### src/rtl/img_out_ctrl.sv
`default_nettype none
// ============================================================================
// Module      : img_out_ctrl
// Description : Fills the output image RAM with one frame, then drains it in
//               address order to a valid/ready consumer through a skid FIFO.
// Revision    : 1.0 - initial release
// ============================================================================
module img_out_ctrl #(
    parameter int NUM_PIX = 2500,
    parameter int ADDR_W  = 13,
    parameter int DATA_W  = 8
) (
    input  logic              clk,
    input  logic              rst_n,
    input  logic              start,
    input  logic [DATA_W-1:0] pix_in_data,
    input  logic              pix_in_valid,
    output logic              pix_in_ready,
    output logic [DATA_W-1:0] pix_out_data,
    output logic              pix_out_valid,
    input  logic              pix_out_ready,
    output logic [DATA_W-1:0] ram_data_a,
    output logic [ADDR_W-1:0] ram_addr_a,
    output logic              ram_we_a,
    output logic [DATA_W-1:0] ram_data_b,
    output logic [ADDR_W-1:0] ram_addr_b,
    output logic              ram_we_b,
    input  logic [DATA_W-1:0] ram_q_b,
    output logic              busy,
    output logic              frame_done
);

    localparam int                 c_CNT_W = ADDR_W + 1;
    localparam logic [c_CNT_W-1:0] c_NUM   = c_CNT_W'(NUM_PIX);
    localparam logic [c_CNT_W-1:0] c_LAST  = c_CNT_W'(NUM_PIX - 1);
    localparam logic [c_CNT_W-1:0] c_ONE   = c_CNT_W'(1);

    typedef enum logic [1:0] {
        S_IDLE  = 2'd0,
        S_FILL  = 2'd1,
        S_DRAIN = 2'd2,
        S_DONE  = 2'd3
    } state_t;

    state_t              r_state;
    state_t              w_state_nxt;
    logic [c_CNT_W-1:0]  r_wr_cnt;
    logic [c_CNT_W-1:0]  r_rd_cnt;
    logic [c_CNT_W-1:0]  r_out_cnt;
    logic [DATA_W-1:0]   r_fifo [2];
    logic [1:0]          r_occ;
    logic                r_inflight;

    logic                w_accept;
    logic                w_pop;
    logic                w_push;
    logic                w_issue;
    logic [1:0]          w_level;
    logic [1:0]          w_slot_full;
    logic                w_slot;

    assign w_accept    = (r_state == S_FILL) && pix_in_valid;
    assign w_pop       = (r_occ != 2'd0) && pix_out_ready;
    assign w_push      = r_inflight;
    // Entries the FIFO will hold once the outstanding read lands, after this pop.
    assign w_level     = r_occ + {1'b0, r_inflight} - {1'b0, w_pop};
    assign w_issue     = (r_state == S_DRAIN) && (r_rd_cnt < c_NUM) && (w_level < 2'd2);
    assign w_slot_full = r_occ - {1'b0, w_pop};
    assign w_slot      = w_slot_full[0];

    always_comb begin
        w_state_nxt   = r_state;
        pix_in_ready  = 1'b0;
        ram_we_a      = 1'b0;
        ram_data_a    = '0;
        ram_addr_a    = r_wr_cnt[ADDR_W-1:0];
        ram_addr_b    = r_rd_cnt[ADDR_W-1:0];
        ram_data_b    = '0;
        ram_we_b      = 1'b0;
        pix_out_valid = (r_occ != 2'd0);
        pix_out_data  = r_fifo[0];
        busy          = (r_state != S_IDLE);
        frame_done    = 1'b0;
        case (r_state)
            S_IDLE: begin
                if (start) w_state_nxt = S_FILL;
            end
            S_FILL: begin
                pix_in_ready = 1'b1;
                ram_we_a     = w_accept;
                ram_data_a   = pix_in_data;
                if (w_accept && (r_wr_cnt == c_LAST)) w_state_nxt = S_DRAIN;
            end
            S_DRAIN: begin
                if (w_pop && (r_out_cnt == c_LAST)) w_state_nxt = S_DONE;
            end
            S_DONE: begin
                frame_done  = 1'b1;
                w_state_nxt = S_IDLE;
            end
            default: w_state_nxt = S_IDLE;
        endcase
    end

    always_ff @(posedge clk or negedge rst_n) begin
        if (!rst_n) begin
            r_state    <= S_IDLE;
            r_wr_cnt   <= '0;
            r_rd_cnt   <= '0;
            r_out_cnt  <= '0;
            r_occ      <= 2'd0;
            r_inflight <= 1'b0;
            r_fifo[0]  <= '0;
            r_fifo[1]  <= '0;
        end else begin
            r_state    <= w_state_nxt;
            r_inflight <= w_issue;
            r_occ      <= r_occ + {1'b0, w_push} - {1'b0, w_pop};
            if ((r_state == S_IDLE) && start) begin
                r_wr_cnt  <= '0;
                r_rd_cnt  <= '0;
                r_out_cnt <= '0;
            end
            if (w_accept) r_wr_cnt  <= r_wr_cnt + c_ONE;
            if (w_issue)  r_rd_cnt  <= r_rd_cnt + c_ONE;
            if (w_pop)    r_out_cnt <= r_out_cnt + c_ONE;
            // A push into the slot vacated by a simultaneous pop overrides the shift.
            if (w_pop)    r_fifo[0] <= r_fifo[1];
            if (w_push)   r_fifo[w_slot] <= ram_q_b;
        end
    end

endmodule
`default_nettype wire
### config.mk
export PLATFORM = sky130hd
export DESIGN_NAME = img_out_ctrl
export DESIGN_NICKNAME = d
export VERILOG_FILES = /design/src/rtl/img_out_ctrl.sv
export SDC_FILE = /design/constraint.sdc
export NUM_CORES = 1
export LEC_CHECK = 0
export ABC_AREA = 1
export BUFFER_PORTS_ARGS = -buffer_cell sky130_fd_sc_hd__buf_2
export CORE_MARGIN = 3
export CORE_UTILIZATION = 50
export CTS_CLUSTER_SIZE = 20
export DETAILED_ROUTE_END_ITERATION = 6
export PLACE_DENSITY_LB_ADDON = 0.15
export REMOVE_ABC_BUFFERS = 1
export SLEW_MARGIN = 30
export SYNTH_ARGS = -nofsm -noshare
export SYNTH_HDL_FRONTEND = slang
export SYNTH_SLANG_ARGS = --single-unit
### constraint.sdc
create_clock -name clk -period 5.35 [get_ports clk]
set_input_delay 0.2675 -clock clk [delete_from_list [all_inputs] [get_ports clk]]
set_output_delay 0.2675 -clock clk [all_outputs]
set_load 0.05 [all_outputs]
==> summary.txt, run 1 <==
Outcome
  • Status: completed

Synthesis
  • Avg Inst Size Synth: 7.42 um2
  • Synth warn: 0
  • Post-synthesis cell area: approximately 3900 um2
  • Largest area contributor in the netlist: dfrtp_1
  • Syn Inst Count: 527
  • Synth Flop Type: dfrtp_1
  • Asr flop ratio synth: 100%
  • Count leader, synth: nand2_1
  • Post-synthesis register bit count: 63
  • Yosys top cell area share: 40.3%
  • Post-synth EDFFs: 0
  • Synth top area cells: dfrtp_1, nand2_1, buf_4
  • Netlist cell types: 35
  • Synth top cells by count: nand2_1, dfrtp_1, inv_1
  • Sequential share of the synthesized area: around two fifths

GRT
  • First-pass GRT wire length: ~14000 um
  • Pin count of the biggest net entering global routing: 64
  • Total global routing overflow: 0
  • All-Layer GR Usage: between 15 and 20%
  • Initial antenna violation count: 0
  • Vias in the first global route: 3189

STA
  • Clock skew: 0.0118 ns
  • Pins Over Slew Limit: 0
  • Slew margin rel.: 46.2%
  • Slew @ Worst Pin: 0.807 ns
  • Setup TNS: 0 ns
  • Hold WS: 0.0754 ns
  • Final hold vios: 0
  • RSZ-0062 raised after global routing: false
  • Post-layout min period: 2.24 ns
  • Final period util: 41.8%
  • Fmax: 447 MHz
  • Final setup vio count: 0

Clock tree
  • H-tree levels: 3
  • CTS tree: built
  • Max clock buf depth: 2
  • CTS resizes: 0
  • Root buf cell: clkbuf_8
  • Cts hold-fix bufs: 0
  • Clock sink total: 63
  • Num CTS Buffers: 9
  • Reg clk slew, reported paths: 0.08 ns
  • Post-CTS setup buffer count: 0
  • Clock Latency Late Sink: 0.35 ns

Routing
  • DRT antenna net count: 0
  • Vias per cell: 4.98
  • Via count: 3315
  • Drt drc: 0
  • First-pass detailed-route iteration total: 5
  • First DRT Iteration DRCs: 119
  • Wire length per cell: 12.3 um
  • Post-Route WL: 8190 um

Floorplan
  • Core region area: 7410 um2
  • Row cnt: 31
  • Die height: 94.4 um
  • Die width: approximately 94 um
  • Ports: 77
  • Die Area: 8920 um2
  • Initial Utilization: 52.8%

Power
  • PwrDens: 490 nW/um2
  • Peak VDD IR: approximately 0.30 mV
  • Leak: 0.00229 uW

Placement
  • Port Buffer Count: 67
  • Dpl hpwl: 5900 um
  • Final Wtd Congestion: about 0.82

Worst setup path
  • WP data required: about 5.6 ns
  • Critical path arrival: 2.53 ns
  • Crit path launch type: flip-flop
  • CP endpoint kind: flip-flop
  • Kind of critical path: reg2reg
  • Crit-path max FO: 15

Final layout
  • Layout net count: roughly 590
  • Finished Core Util: 57.3%
  • Ant. Diodes: 0
  • Layout cells sized above 1: around a fifth
  • Syn-to-layout area delta: 8.48%

Worst hold path
  • Hold Path Class: in2async

Job
  • Maxcap violations: 0
## layout by cell type (no fill, tap or decap), types with 3 or more instances in the layout
cell type,synthesis,layout
o21ai_0,15,15
inv_1,63,63
a31oi_1,8,8
o21ai_1,3,3
nand3_1,44,44
buf_2,3,67
conb_1,1,9
nor3_1,6,6
nand4_1,7,7
nor2_2,6,6
xor2_1,5,5
nand3_2,5,5
nor2_1,50,50
nand2_2,6,6
ha_1,8,8
clkbuf_8,0,9
inv_2,4,4
dfrtp_1,63,63
nand2_1,144,144
a21oi_1,18,18
## routing by layer
metal,track usage [%],wire (um)
met1,25.4,3830
met2,32.9,3790
met3,2.95,412
met5,0,0
met4,9.15,146
## path summary, 6_finish.rpt
path / slack [ns] / endpoint / depth (start not counted) / from
max: 3.11 / r_rd_cnt[10]$_DFFE_PN0P_ / 14 / r_occ[0]$_DFF_PN0_
min: 0.08 / r_out_cnt[10]$_DFFE_PN0P_ / 2 / rst_n
max reg2reg: 3.11 / r_rd_cnt[10]$_DFFE_PN0P_ / 14 / r_occ[0]$_DFF_PN0_
min reg2reg: 0.47 / r_wr_cnt[13]$_DFFE_PN0P_ / 1 / r_wr_cnt[13]$_DFFE_PN0P_
max in group asynchronous: 4.71 / r_wr_cnt[3]$_DFFE_PN0P_ / 2 / rst_n
min in group clk: 0.17 / flip-flop / 3 / ram_q_b[2]
## critical path, cell delays in order, from the launching register on
cell,delay [ns]
dfrtp_1,0.42
nor2_1,0.15
nor2_2,0.06
inv_2,0.23
nand2_1,0.08
nand2_1,0.08
ha_1,0.16
nand2_1,0.06
nand2_1,0.08
inv_1,0.05
nand2_2,0.06
nand3_1,0.08
nor2_2,0.46
nand2_1,0.11
nand2_1,0.09
## cells by family after synthesis
family	Yosys count	synth area share, %
other	1	0.0959
buffers and inverters	120	16.7
multiplexers	1	0.256
flip-flops	63	40.3
adder cells (fa/ha/maj)	8	2.56
XOR/XNOR	7	1.57
AO/OA/AOI/OAI	52	7.42
AND/OR/NAND/NOR	275	31.1
## layout make-up
cell class | count | area, um2
multi-input cells | 352 | 1710
flip-flops and latches | 63 | 1580
clock inverters | 7 | 105
clock buffers | 9 | 124
repair buffers | 69 | 350
fillers | 731 | 3170
well taps | 99 | 124
inverters | 67 | 251
## metrics by stage
stage | area, um2 | worst slack [ns] | instances | power (uW)
after floorplan | 3540 | 3.00 | 482 | 1390
after global placement | 4010 | 3.21 | 650 | 1590
after detailed placement | 4010 | 3.12 | 650 | 1620
after CTS | 4240 | 3.08 | 666 | 2100
after global routing | 4240 | 2.78 | 666 | 2230
final | 4240 | 3.11 | 666 | 2080
## power by group
group | internal (uW) | switching [uW] | leakage, uW
clock | 268 | 209 | 0.000112
combinational | 235 | 683 | 0.00133
sequential | 586 | 100 | 0.000843
Power figures use the tool's default switching activity.
==> run 2, diff against run 1 <==
Clock period 5.35 ns to 2.3 ns, I/O delays scaled along.
==> run 2 against run 1 <==
- count of clock-buffer cells in the layout up 1
- clock skew down 0.00064 ns
- die area unchanged
- register-to-register slack worse by 2.9 ns
- first-iteration DRC count down 4.2%
- largest power group unchanged
- critical path type unchanged
- design area unchanged
- clock power up 84%
- sequential share of layout area unchanged
- combinational power up 140%
- wire length down 4.2%
- worst setup slack worse by 2.9 ns
==> summary.txt, run 2 (synthesized netlist as in run 1, its figures left out) <==
Floorplan
  • Die height: 94.4 um (unchanged)
  • Ports: 77 (unchanged)
  • Die Area: 8920 um2 (unchanged)
  • Initial Utilization: 52.8% (unchanged)
  • Core region area: 7410 um2 (unchanged)
  • Row cnt: 31 (unchanged)
  • Die width: 94.4 um (unchanged)

Worst setup path
  • Critical path arrival: 2.32 ns (-0.21 ns)
  • CP endpoint kind: flip-flop
  • Crit-path max FO: 9 (-6)
  • Crit path buf inv count: 4 (+2)
  • R2r setup slk: 0.25 ns (-2.86 ns)
  • WP data required: 2.57 ns (-3.07 ns)
  • Crit path launch type: flip-flop
  • Worst stage delay on the critical path: 0.51 ns (+0.05 ns)
  • CP cell instances: inv_1, nand3_2, nand2_1, ha_1, inv_1, nand2_1, nand2_1, inv_1, nand2_2, nand3_1, nor2_2, buf_4, nand2_1, nand2_1
  • Kind of critical path: reg2reg
  • Critical path's slowest cell: dfrtp_1
  • CP delay by family, top: simple AND/OR/NAND/NOR gates
  • Most used cell, CP: nand2_1

STA
  • Pins Over Slew Limit: 0 (unchanged)
  • Final period util: 89.1% (+47 points)
  • Final setup vio count: 0 (unchanged)
  • Fmax: 488 MHz (+9.1%)
  • Hold WS: 0.0276 ns (-0.0478 ns)
  • RSZ-0062 raised after global routing: false
  • Post-layout min period: 2.05 ns (-0.187 ns)
  • Clock skew: 0.0111 ns (-0.000644 ns)
  • Final hold vios: 0 (unchanged)
  • Slew @ Worst Pin: 0.783 ns (-0.0242 ns)
  • Slew margin rel.: 47.8% (+1.6 points)

Final layout
  • Layout net count: 597 (+1.0%)
  • Syn-to-layout area delta: 8.48% (unchanged)
  • Most frequent cells in the layout: nand2_1, buf_2, inv_1, dfrtp_1, nor2_1
  • Finished Core Util: 57.3% (unchanged)
  • Fill cells: 726 (-0.68%)
  • Ant. Diodes: 0 (unchanged)
  • Layout cells sized above 1: 20.4% (+0.67 points)
  • Post-Layout Cell Count: 672 (+0.90%)
  • Commonest non-fill, non-tap cell in the layout: nand2_1

GRT
  • Vias in the first global route: 3035 (-4.8%)
  • Total global routing overflow: 0 (unchanged)
  • Initial antenna violation count: 0 (unchanged)
  • First-pass GRT wire length: 13100 um (-6.4%)
  • Pin count of the biggest net entering global routing: 64 (unchanged)
  • All-Layer GR Usage: 18.6% (-1.2 points)

Routing
  • Post-Route WL: 7840 um (-4.2%)
  • Drt drc: 0 (unchanged)
  • DRT antenna net count: 0 (unchanged)
  • First DRT Iteration DRCs: 114 (-4.2%)
  • Vias per cell: 4.87 (-2.2%)
  • Via count: 3271 (-1.3%)
  • First-pass detailed-route iteration total: 4 (-1)
  • Wire length per cell: 11.7 um (-5.1%)

Power
  • Peak VDD IR: 0.645 mV (+120%)
  • Final Power: 4660 uW (+120%)
  • Leak: 0.00230 uW (+0.44%)
  • PwrDens: 1100 nW/um2 (+120%)

Outcome
  • Status: completed

Clock tree
  • CTS tree: built
  • Reg clk slew, reported paths: 0.08 ns (about the same)
  • CTS resizes: 0 (unchanged)
  • Num CTS Buffers: 9 (unchanged)
  • Root buf cell: clkbuf_8
  • Max clock buf depth: 2 (unchanged)
  • Clock Latency Late Sink: 0.34 ns (about the same)
  • H-tree levels: 3 (unchanged)
  • Post-CTS setup buffer count: 0 (unchanged)
  • Clock sink total: 63 (unchanged)

Placement
  • Dpl hpwl: 5720 um (-3.1%)
  • Final Wtd Congestion: 0.868 (+6.2%)
  • Placed Cells incl. Taps: 655 (+0.77%)
  • Port Buffer Count: 67 (unchanged)

Worst hold path
  • Hold Path Class: in2reg

Job
  • Maxcap violations: 0 (unchanged)
## run 2: timing repair
action	in CTS	in global routing
hold endpoints to repair	63	0
setup endpoints to repair	0	0
hold buffers	1	0
## run 2: routing by layer
metal	share of wire (%)	track usage (%)	up-vias
met5	0	0	-
met4	1.3	7.94	0
li1	-	-	1703
met1	48	24.1	1482
met3	4.6	3.19	9
met2	46	30.8	77
## run 2: tightest hold or removal path: stages
cell	delay (ns)
buf_2	0.10
nand3_1	0.07
nand2_1	0.06
## run 2: path summary, 6_finish.rpt
kind / from / to / depth (start not counted)
hold reg to reg: flip-flop / flip-flop / 2
hold / removal: ram_q_b[0] / flip-flop / 3
setup / recovery: r_inflight$_DFF_PN0_ / r_rd_cnt[2]$_DFFE_PN0P_ / 14
min in group asynchronous: rst_n / r_occ[0]$_DFF_PN0_ / 3
setup reg to reg: r_inflight$_DFF_PN0_ / r_rd_cnt[2]$_DFFE_PN0P_ / 14
max in group asynchronous: rst_n / r_rd_cnt[2]$_DFFE_PN0P_ / 3
## run 2: power breakdown
part | total [uW] | leakage [uW] | switching, uW | internal (uW)
registers | 1580 | 0.000843 | 220 | 1360
clock network | 878 | 0.0000930 | 453 | 426
logic | 2200 | 0.00136 | 1600 | 595
## run 2: metrics by stage
step	worst slack, ns	area, um2	setup TNS (ns)
after floorplan	-0.0519	3540	-0.602
after global placement	0.381	4050	0
after detailed placement	0.243	4050	0
after CTS	0.215	4240	0
after global routing	0.0607	4240	0
final	0.250	4240	0
## run 2: area by class of cell
class	instances	area, um2	share of cell area, %
clock buffers	10	138	3.24
repair buffers	75	398	9.38
inverters	67	251	5.93
multi-input cells	352	1710	40.3
flip-flops and latches	63	1580	37.2
clock inverters	6	43.8	1.03
well taps	99	124	2.92
==> run 3, diff against run 2 <==
Settings changed: ABC_AREA 1 to unset.
==> run 3 against run 2 <==
- cell count is 21% lower
- sequential cell count stayed put
- combinational power is 53% lower
- non-clock buffer count is 4 higher
- sequential power is 15% lower
- largest power group is now registers
- count of clock-buffer cells in the layout is 1 lower
- register-to-register slack worse by 0.03 ns
- critical endpoint is now r_rd_cnt[10]$_DFFE_PN0P_
- global-route usage is 0.89 points higher
- fmax is 1.5% lower
- wire length is 1.0% lower
- die area is 8.0% lower
- synthesized cell count is 27% lower
==> summary.txt, run 3 <==
Routing
  • Post-Route WL: 7760 um (-1.0%)
  • Wire length per cell: 14.7 um (+26%)
  • First-pass detailed-route iteration total: 4 (unchanged)
  • Vias per cell: 5.49 (+13%)
  • DRT antenna net count: 0 (unchanged)
  • First DRT Iteration DRCs: 163 (+43%)
  • Via count: 2899 (-11%)
  • Drt drc: 0 (unchanged)

STA
  • Hold WS: 0.0189 ns (-0.00871 ns)
  • Final period util: 90.5% (+1.3 points)
  • RSZ-0062 raised after global routing: false
  • Final hold vios: 0 (unchanged)
  • Setup ws final: 0.219 ns (-0.0303 ns)
  • Pins Over Slew Limit: 0 (unchanged)
  • Slew margin rel.: 47.0% (-0.82 points)
  • Clock skew: 0.00757 ns (-0.00356 ns)
  • Post-layout min period: 2.08 ns (+0.0303 ns)
  • Final setup vio count: 0 (unchanged)
  • Slew @ Worst Pin: 0.795 ns (+0.0123 ns)
  • Fmax: 481 MHz (-1.5%)
  • Setup TNS: 0 ns (unchanged)

Synthesis
  • Count leader, synth: dfrtp_1
  • Syn Inst Count: 386 (-27%)
  • Post-synthesis cell area: 3580 um2 (-8.6%)
  • Netlist cell types: 47 (+34%)
  • Synth Flop Type: dfrtp_1
  • Largest area contributor in the netlist: dfrtp_1
  • Sequential share of the synthesized area: 44.1% (+3.8 points)
  • Post-synth EDFFs: 0 (unchanged)
  • Synth top cells by count: dfrtp_1, nand2_1, buf_4
  • Yosys top cell area share: 44.1% (+3.8 points)
  • Avg Inst Size Synth: 9.26 um2 (+25%)
  • Asr flop ratio synth: 100% (unchanged)
  • Synth warn: 0 (unchanged)
  • Synth top area cells: dfrtp_1, buf_4, nand2_1
  • Post-synthesis register bit count: 63 (unchanged)

Power
  • Peak VDD IR: 0.677 mV (+5.1%)
  • PwrDens: 823 nW/um2 (-25%)
  • Leak: 0.00181 uW (-21%)
  • Final Power: 3240 uW (-30%)

Worst hold path
  • Hold Path Class: in2reg

GRT
  • Initial antenna violation count: 0 (unchanged)
  • All-Layer GR Usage: 19.5% (+0.89 points)
  • Vias in the first global route: 2814 (-7.3%)
  • Pin count of the biggest net entering global routing: 64 (unchanged)
  • First-pass GRT wire length: 13200 um (+0.69%)
  • Total global routing overflow: 0 (unchanged)

Floorplan
  • Row cnt: 30 (-3.2%)
  • Core region area: 6870 um2 (-7.3%)
  • Initial Utilization: 52.1% (-0.74 points)
  • Die width: 90.6 um (-4.1%)
  • Die height: 90.6 um (-4.1%)
  • Ports: 77 (unchanged)
  • Die Area: 8200 um2 (-8.0%)

Final layout
  • Layout cells sized above 1: 27.3% (+6.9 points)
  • Post-Layout Cell Count: 528 (-21%)
  • Area occupied by multi-input gates: 1610 um2 (-6.1%)
  • Fill cells: 653 (-10%)
  • Syn-to-layout area delta: 10.1%
  • Ant. Diodes: 0 (unchanged)
  • Layout net count: 456 (-24%)
  • Most frequent cells in the layout: buf_2, dfrtp_1, nand2_1
  • Storage cell area: 1580 um2 (unchanged)
  • Commonest non-fill, non-tap cell in the layout: buf_2

Outcome
  • Status: completed

Clock tree
  • H-tree levels: 3 (unchanged)
  • Clock Latency Late Sink: 0.34 ns (about the same)
  • CTS tree: built
  • Reg clk slew, reported paths: 0.08 ns (about the same)
  • Clock sink total: 63 (unchanged)
  • Max clock buf depth: 2 (unchanged)
  • Root buf cell: clkbuf_8
  • Num CTS Buffers: 9 (unchanged)
  • CTS resizes: 0 (unchanged)

Placement
  • Pre-CTS WS: 0.253 ns (+0.00970 ns)
  • Placed Cells incl. Taps: 511 (-22%)
  • Final Wtd Congestion: 0.831 (-4.2%)
  • Dpl hpwl: 5320 um (-6.9%)
  • Port Buffer Count: 67 (unchanged)

Worst setup path
  • Crit path launch type: flip-flop
  • Critical path arrival: 2.35 ns (+0.03 ns)
  • WP data required: 2.57 ns (about the same)
  • Kind of critical path: reg2reg
  • CP endpoint kind: flip-flop
  • Crit-path max FO: 9 (unchanged)

Job
  • Maxcap violations: 0 (unchanged)
## run 3: cell count changes in the layout (fill, tap and decap cells not counted), sizes merged, moves of 9 or more
| cell | delta |
|---|---|
| nand2 | -97 |
| inv | -59 |
| nor2 | -38 |
| nand3 | -35 |
| o21ai | +20 |
| and2 | +15 |
| a21oi | -10 |
| mux2 | +10 |
| nor4 | +9 |
## run 3: stage by stage
stage,area (um2),util (%)
floorplan,3220,-
global placement,3760,54.7
detailed placement,3760,54.7
CTS,3940,57.3
global route,3940,57.3
finish,3940,57.3
## run 3: what timing repair did
item,in CTS,in global routing
hold endpoints to repair,63,0
buffers inserted,0,0
hold buffers,1,0
## run 3: metal layers
metal	part of all wire [%]	vias up	global-route usage, %
met4	1.3	0	7.91
met3	4.2	8	3.33
met1	47	1410	27.2
li1	-	1411	-
met2	47	70	30.3
met5	0	-	0
## run 3: cells by family after synthesis
logic type	count (synthesis)	synth area share (%)
AND/OR/NAND/NOR	151	21.8
buffers and inverters	66	11.8
multiplexers	13	3.99
adder cells (fa/ha/maj)	8	2.80
XOR/XNOR	2	0.700
AO/OA/AOI/OAI	82	14.8
flip-flops	63	44.1
other	1	0.105
## run 3: worst paths after layout
path                       slack [ns]                 startpoint                         to  cells past startpoint
max                              0.22     r_state[0]$_DFFE_PN0P_   r_rd_cnt[10]$_DFFE_PN0P_                      7
min                              0.02                 ram_q_b[3]                  flip-flop                      2
max reg2reg                      0.22     r_state[0]$_DFFE_PN0P_   r_rd_cnt[10]$_DFFE_PN0P_                      7
min reg2reg                      0.48  r_out_cnt[13]$_DFFE_PN0P_  r_out_cnt[13]$_DFFE_PN0P_                      1
max in group asynchronous        1.30                      rst_n    r_rd_cnt[1]$_DFFE_PN0P_                      3
min in group asynchronous        0.48                      rst_n   r_wr_cnt[11]$_DFFE_PN0P_                      3
## run 3: area by class of cell
class	count	share of cell area, %
Clock buffer	9	3.14
Clock inverter	7	1.24
Inverter	9	0.858
Multi-Input combinational cell	265	40.8
Sequential cell	63	40.0
Tap cell	96	3.05
Timing Repair Buffer	79	10.9
## run 3: worst max-delay path, cell delays in order (launching register included)
cell	delay [ns]
dfrtp_1	0.40
inv_1	0.11
ha_1	0.19
nor3b_1	0.28
o211ai_1	0.26
buf_4	0.24
or4_1	0.46
nand3_1	0.08
## run 3: report_power, final
group	internal, uW	switching [uW]
Clock	392	472
Sequential	1240	102
Combinational	284	755
